$ cat config.mk
export PLATFORM = sky130hd
export DESIGN_NAME = booth_operand_sequencer
export DESIGN_NICKNAME = d
export VERILOG_FILES = /design/src/rtl/booth_operand_sequencer.sv
export SDC_FILE = /design/constraint.sdc
export NUM_CORES = 1
export LEC_CHECK = 0
export ABC_CLOCK_PERIOD_IN_PS = 2600
export CAP_MARGIN = 10
export CELL_PAD_IN_SITES_DETAIL_PLACEMENT = 1
export CELL_PAD_IN_SITES_GLOBAL_PLACEMENT = 1
export CORE_ASPECT_RATIO = 0.7
export CORE_MARGIN = 5
export CORE_UTILIZATION = 45
export DETAILED_ROUTE_END_ITERATION = 10
export HOLD_SLACK_MARGIN = 0.12
export PLACE_DENSITY_LB_ADDON = 0.3
export SKIP_LAST_GASP = 1
export SYNTH_ARGS = -nofsm -noshare
export SYNTH_HDL_FRONTEND = slang
export SYNTH_SLANG_ARGS = --single-unit
$ cat constraint.sdc
create_clock -name clk -period 2.6 [get_ports clk]
set_clock_uncertainty 0.1 [all_clocks]
set_input_delay 0.78 -clock clk [delete_from_list [all_inputs] [get_ports clk]]
set_output_delay 0.78 -clock clk [all_outputs]
set_load 0.01 [all_outputs]
$ cat src/rtl/booth_operand_sequencer.sv
// Operand FIFO and serialiser that feeds a 5-bit signed Booth multiplier and returns its 10-bit product.
// Optional mul_done watchdog is enabled by defining BOOTH_SEQ_TIMEOUT_EN.
module booth_operand_sequencer #(
  parameter int DEPTH          = 4,
  parameter int TIMEOUT_CYCLES = 64
) (
  input  logic       clk,
  input  logic       rst,
  input  logic       in_valid,
  output logic       in_ready,
  input  logic [4:0] in_a,
  input  logic [4:0] in_b,
  output logic       mul_start,
  output logic [4:0] mul_data,
  input  logic       mul_done,
  input  logic [9:0] mul_result,
  output logic       res_valid,
  input  logic       res_ready,
  output logic [9:0] res_data,
  output logic       res_err
);

  localparam int AW = $clog2(DEPTH);
  localparam int CW = $clog2(DEPTH + 1);

  localparam logic [2:0] S_IDLE   = 3'd0;
  localparam logic [2:0] S_LOAD_A = 3'd1;
  localparam logic [2:0] S_LOAD_B = 3'd2;
  localparam logic [2:0] S_WAIT   = 3'd3;
  localparam logic [2:0] S_HOLD   = 3'd4;

  generate
    if ((DEPTH < 2) || ((DEPTH & (DEPTH - 1)) != 0) || (TIMEOUT_CYCLES < 1)) begin : g_param_err
      $error("booth_operand_sequencer: DEPTH must be a power of two >= 2, TIMEOUT_CYCLES >= 1");
    end
  endgenerate

  logic [9:0]    r_mem [DEPTH];
  logic [AW-1:0] r_wr_ptr;
  logic [AW-1:0] r_rd_ptr;
  logic [CW-1:0] r_count;
  logic [2:0]    r_state;
  logic [4:0]    r_a;
  logic [4:0]    r_b;
  logic          r_res_valid;
  logic [9:0]    r_res_data;

  logic w_full;
  logic w_in_ready;
  logic w_wr;
  logic w_pop;

  // NOTE: ready depends on the registered count only, so a pop never opens a slot in the same cycle.
  assign w_full     = (r_count == CW'(DEPTH));
  assign w_in_ready = !w_full && !rst;
  assign w_wr       = in_valid && w_in_ready;
  assign w_pop      = (r_state == S_IDLE) && (r_count != '0) && !r_res_valid;

  // NOTE: the storage array has no reset; validity is tracked entirely by count and pointers.
  always_ff @(posedge clk) begin
    if (w_wr) r_mem[r_wr_ptr] <= {in_a, in_b};
  end

  always_ff @(posedge clk or posedge rst) begin
    if (rst) begin
      r_wr_ptr <= '0;
      r_rd_ptr <= '0;
      r_count  <= '0;
    end else begin
      if (w_wr)  r_wr_ptr <= r_wr_ptr + AW'(1);
      if (w_pop) r_rd_ptr <= r_rd_ptr + AW'(1);
      if (w_wr && !w_pop)      r_count <= r_count + CW'(1);
      else if (!w_wr && w_pop) r_count <= r_count - CW'(1);
    end
  end

`ifdef BOOTH_SEQ_TIMEOUT_EN
  localparam int TW = $clog2(TIMEOUT_CYCLES + 1);
  logic [TW-1:0] r_wait_cnt;
  logic          r_res_err;
`endif

  always_ff @(posedge clk or posedge rst) begin
    if (rst) begin
      r_state     <= S_IDLE;
      r_a         <= '0;
      r_b         <= '0;
      r_res_valid <= 1'b0;
      r_res_data  <= '0;
`ifdef BOOTH_SEQ_TIMEOUT_EN
      r_wait_cnt  <= '0;
      r_res_err   <= 1'b0;
`endif
    end else begin
      case (r_state)
        S_IDLE: begin
          if (w_pop) begin
            {r_a, r_b} <= r_mem[r_rd_ptr];
            r_state    <= S_LOAD_A;
          end
        end
        S_LOAD_A: r_state <= S_LOAD_B;
        S_LOAD_B: begin
          r_state <= S_WAIT;
`ifdef BOOTH_SEQ_TIMEOUT_EN
          r_wait_cnt <= '0;
`endif
        end
        S_WAIT: begin
          if (mul_done) begin
            r_res_data  <= mul_result;
            r_res_valid <= 1'b1;
            r_state     <= S_HOLD;
`ifdef BOOTH_SEQ_TIMEOUT_EN
            r_res_err   <= 1'b0;
          end else if (r_wait_cnt == TW'(TIMEOUT_CYCLES - 1)) begin
            // Multiplier never answered: hand back a flagged zero product.
            r_res_data  <= '0;
            r_res_valid <= 1'b1;
            r_res_err   <= 1'b1;
            r_state     <= S_HOLD;
          end else begin
            r_wait_cnt  <= r_wait_cnt + TW'(1);
`endif
          end
        end
        S_HOLD: begin
          if (res_ready) begin
            r_res_valid <= 1'b0;
            r_state     <= S_IDLE;
          end
        end
        default: r_state <= S_IDLE;
      endcase
    end
  end

  assign in_ready  = w_in_ready;
  assign mul_start = (r_state == S_LOAD_A) || (r_state == S_LOAD_B);
  assign mul_data  = (r_state == S_LOAD_A) ? r_a : r_b;
  assign res_valid = r_res_valid;
  assign res_data  = r_res_data;
`ifdef BOOTH_SEQ_TIMEOUT_EN
  assign res_err   = r_res_err;
`else
  assign res_err   = 1'b0;
`endif

endmodule

* Word-level counts from Yosys, hierarchy flattened *
Memory sizes are Yosys's and may differ from the RTL's. A register that Yosys moved wholly into a read port is not among the register bits.
Index checks and enable logic that the tools add are counted.

cells by class
  add/subtract/negate cells = 4
  $mul = 0
  divide/modulo/power cells = 0
  order comparisons = 0
  equality and inequality tests = 8
  shift operators = 0
  multiplexer cells = 12
  bitwise logic cells = 0
  reductions and logical operators = 20

operators by type and width
  cell                                                 number
  two-way mux 3 bit                                    5
  case mux 3 bit (5 select lines)                      1
  equality test 3 x 2 -> 1 bit, second input constant  2
  equality test 3 bit, second input constant           2
  logical AND 1 bit                                    6
  inequality test 2 bit, second input constant         3
  AND reduction 3 bit                                  2
  zero test 1 bit                                      5
  two-way mux 5 bit                                    1
  adder 2 x 1 -> 2 bit, second input constant          2
  two-way mux 1 bit                                    4
  AND reduction 2 bit                                  2
  nonzero test 2 bit                                   2
  adder 3 x 1 -> 3 bit, second input constant          1
  equality test 3 x 1 -> 1 bit, second input constant  1
  zero test 3 bit                                      1
  nonzero test 3 bit                                   1
  subtractor 3 x 1 -> 3 bit, second input constant     1
  case mux 1 bit (2 select lines)                      1
  logical OR 1 bit                                     1

storage, ports and cells
  bits in registers = 21
  bits in latches = 0
  bits in writable memories = 40
  bits in read-only memories = 0
  bits of input ports = 25
  output and inout port bits = 19
  logic and storage cells = 51
  memories = 1

memory list
  name   depth  width  read ports  clocked after memory_dff  write ports  line  source
  r_mem  4      10     1           1                         1            38    logic [9:0] r_mem [DEPTH];

* Depth between registers and ports, before layout *
  depth after elaboration = 8
  depth in mapped cells = 10
  mapped depth without buffers = 8

* Worst setup path after synthesis *
Ideal clock, no wire load.

  path type = input to register
  from = in in_valid
  to = reg r_count[2]
  setup time = 0.079 ns
  data arrival time = 2.188 ns
  required time = 2.421 ns
  setup slack = 0.233 ns
  stages = 8
  path buffers = 0
  cell sequence = inv_1 > a211oi_2 > ha_1 > inv_1 > fa_1 > xor2_1 > nor2_1 > xor2_1

on the way
  cells in the longest elaborated chain, start to end = 4
  elaborated cells on any way between the ends = 6
  those cells by class = 1 x mux; 5 x reduce/logical

RTL lines
  what                          line  source
  from (decl)                   9     input logic in_valid,
  logical AND 1 bit *           56    assign w_wr = in_valid && w_in_ready;
  net w_wr                      50    logic w_wr;
  zero test 1 bit               73    else if (!w_wr && w_pop) r_count <= r_count - CW'(1);
  logical AND 1 bit             73
  nonzero test 2 bit (no line)  n/a
  to (signal assigned)          72    if (w_wr && !w_pop) r_count <= r_count + CW'(1);
  to (signal assigned)          73
  to (decl)                     41    logic [CW-1:0] r_count;

The timed path passes the listed nets; every way through them passes the cells marked *.
A chain may end at the register's enable or synchronous reset.

* Worst setup path in the final report *
  from = reg r_state[2]
  to = out mul_data[0]

on the way
  cells in the longest elaborated chain, start to end = 2

RTL lines
  what                          line  source
  from (decl)                   42    logic [2:0] r_state;
  from (signal assigned)        85    r_state <= S_IDLE;
  from (signal assigned)        99    r_state <= S_LOAD_A;
  from (signal assigned)        102   S_LOAD_A: r_state <= S_LOAD_B;
  equality test 3 x 1 -> 1 bit  140   assign mul_data = (r_state == S_LOAD_A) ? r_a : r_b;
  two-way mux 5 bit             140
  to (decl)                     14    output logic [4:0] mul_data,

Every way passes these cells.

==> out/qor.txt <==
Status - finished clean
Chip width - 107 microns
Synth Area per Inst - 18.5 sq um
Final ANT Viol Nets - 0
Reg2reg end - r_count[2]
Int Pwr - 2.89 mW
Worst skew pair latency - 340 ps
Via count - 1609
Syn Inst Count - 161
CP startpoint kind - flop
Initial antenna violation count - 0
Combinational Power Share - 0.382
Worst Path Arrival - 1650 ps
Layout cells sized above 1 - 0.293
Mapped Nets - 192
Final Hold Viols - 0
Static leakage power - 1.48 nW
Via-to-Cell Ratio - 5.03
Fmax - 395 MHz
Peak VDD IR - 365 uV
Area leader, netlist - edfxtp_1
Reg-to-reg slack, setup - 350 ps
Seq cells post-synth - 71
Mapped Area - 2970 sq um
Least-Margin Pin Slew - 618 ps
Initial Util - 0.469
Final Non-Filler Cells - 320
DRC violations left - 0
Vias in the first global route - 1893
Clock-pin slew on the worst setup and hold paths - 70 ps
Area delta synth->final - 27.4%
Final net count - 255
Routed Wire Length - 6380 microns
Post-synth top area share - 0.404
CP Class - flop to output pin
Area of the die - 8360 sq um
Max FO, Critical Path - 5
DR iter-0 viols - 46
Hold WC Path Type - flop to flop
Detailed Routing Iterations Pass 1 - 4
Clock Path Buffers - 2
Die Y - 78.0 microns
Total global-route track usage - 0.166
Global-route wire length before repair - 10200 microns
DP HPWL - 4500 microns
FFs w/ async S/R, synth - 0.437
Synth cell count leaders - edfxtp_1, dfrtp_1, mux2_2
Fillers - 570
Syn. warnings - 0
Clk pwr share - 0.198
Distinct cell type count after synthesis - 32
Top cells by area, synth - edfxtp_1, dfrtp_1, mux4_1, mux2_2, mux2_4
Tcrit/Tclk final - 0.975
Hold Buf Count CTS - 0
Tot Pwr - 4.23 mW
Register area share after synthesis - 0.665
Clock Tree Root - clkbuf_8
Max Cap Violations - 0
Worst rel slew slack - 0.588
H-Tree Depth - 3
I/O Pins - 44
WL/cell - 19.9 microns
Number of synthesized flops with an enable pin - 40
Grt ovf - 0
Max Slew Vio Count - 0
Cell row count - 24
Diode count - 0
PwrDens - 1120 nW/um^2
Largest net degree at the start of global routing - 29
Port buffer count - 42
Sink Count - 71
Placer Congestion - 0.697
CTS buffer count - 9
NetSw - 1.34 mW
Synth Flop Type - edfxtp_1
Worst hold path cell count - 1
Worst hold start - res_data[2]
CTS tree - yes
Net Sw Frac - 0.317
R2R depth - 8
CP endpoint kind - output pin
Required @ worst endpoint - 1720 ps
Core outline area - 6340 sq um
Register share of total power - 0.420
Final setup violation count - 0
Minimum clock period - 2530 ps
Placed Instances - 303
RSZ-0062 raised after global routing - yes
R2R Path Start - r_count[0]
Most common cell in the netlist - edfxtp_1
Worst Hold End - res_data[2]
==> layout make-up <==
type / instances / area, sq um / share of cell area
well taps: 91 / 114 / 0.0301
inverters: 7 / 26.3 / 0.00694
clock buffers: 9 / 124 / 0.0327
clock inverters: 7 / 63.8 / 0.0168
flip-flops and latches: 71 / 1980 / 0.522
multi-input cells: 76 / 922 / 0.243
repair buffers: 59 / 561 / 0.148
==> per-layer routing <==
layer | up-vias | share of wire | GRT usage | routed length (microns)
met5 | - | 0 | 0 | 0
met4 | 0 | 0.015 | 0.0613 | 94
met3 | 11 | 0.035 | 0.0473 | 225
met2 | 24 | 0.52 | 0.285 | 3300
met1 | 840 | 0.43 | 0.200 | 2750
li1 | 734 | - | - | -
==> sequential cells by signal (all words and copies together) (netlist names) <==
| name | cells |
|---|---|
| r_a | 5 |
| r_b | 5 |
| r_count | 3 |
| r_mem | 40 |
| r_rd_ptr | 2 |
| r_state | 3 |
| r_wr_ptr | 2 |
| res_data | 10 |
| res_valid | 1 |
==> stage by stage <==
stage	cell area [sq um]	utilization	setup slack (ps)	hold WS, ps	setup TNS [ps]
floorplan	2970	-	233	374	0
global placement	3590	0.567	-144	386	-315
detailed placement	3590	0.567	-234	398	-600
CTS	3780	0.596	-12.4	415	-12.4
global route	3790	0.598	1.19	428	0
finish	3790	0.598	66.2	411	0
==> worst max path at each step <==
stage,from,to,slack (ps)
after floorplan,in_valid,r_count[2],230
after global placement,rst,in_ready,-140
after detailed placement,rst,r_count[2],-230
after CTS,r_state[2],mul_data[1],-10
final,r_state[2],mul_data[0],70
after global routing,r_state[2],mul_data[2],1
==> logic make-up (layout without fill, tap and decap cells) <==
| group | after synthesis | in the layout | share of synthesized area |
|---|---|---|---|
| adders and majority gates | 6 | 6 | 0.0278 |
| other | 1 | 1 | 0.00126 |
| and+or+nand+nor | 16 | 16 | 0.0366 |
| AOI/OAI and AO/OA | 9 | 9 | 0.0210 |
| DFF | 71 | 71 | 0.665 |
| muxes | 37 | 37 | 0.199 |
| xor gates and xnor gates | 7 | 7 | 0.0206 |
| buffers and inverters | 14 | 82 | 0.0282 |
==> layout by cell type, fill, tap and decap left out, types with 2 or more instances in the layout <==
cell type	netlist	layout
buf_12	0	2
clkdlybuf4s50_1	0	35
xnor2_1	5	5
clkbuf_8	0	9
mux2_2	19	19
buf_4	2	15
dlygate4sd2_1	0	2
clkinv_2	0	3
clkdlybuf4s15_1	0	3
nor2_1	4	4
dfrtp_1	31	31
and2_1	4	4
mux4_1	9	9
a31oi_1	2	2
inv_1	7	7
clkbuf_2	0	2
a21oi_1	3	3
ha_1	5	4
xor2_1	2	2
mux2_4	8	8
edfxtp_1	40	40
clkinvlp_4	0	2
==> timing repair <==
action / 4_1_cts / 5_1_grt
setup endpoints to repair: 7 / 3
hold endpoints to repair: 0 / 0
gates resized for setup: 11 / 5
pin swaps: 1 / 1
setup buffers: 0 / 1
==> power by group through the flow <==
stage          logic (mW)  clock network [mW]  registers (mW)
2_1_floorplan        1.01                   0            1.73
3_3_place_gp         1.55                   0            1.76
3_5_place_dp         1.66                   0            1.80
4_1_cts              1.63               0.865            1.78
5_1_grt              1.72               0.910            1.82
6_report             1.62               0.837            1.78
==> critical path, cell delays in order (launching register included) <==
cell and delay [ps]:
dfrtp_1 400, nor3b_2 180, buf_4 170, mux2_2 330
clkdlybuf4s15_1 230
(Power assumes the default switching activity.)
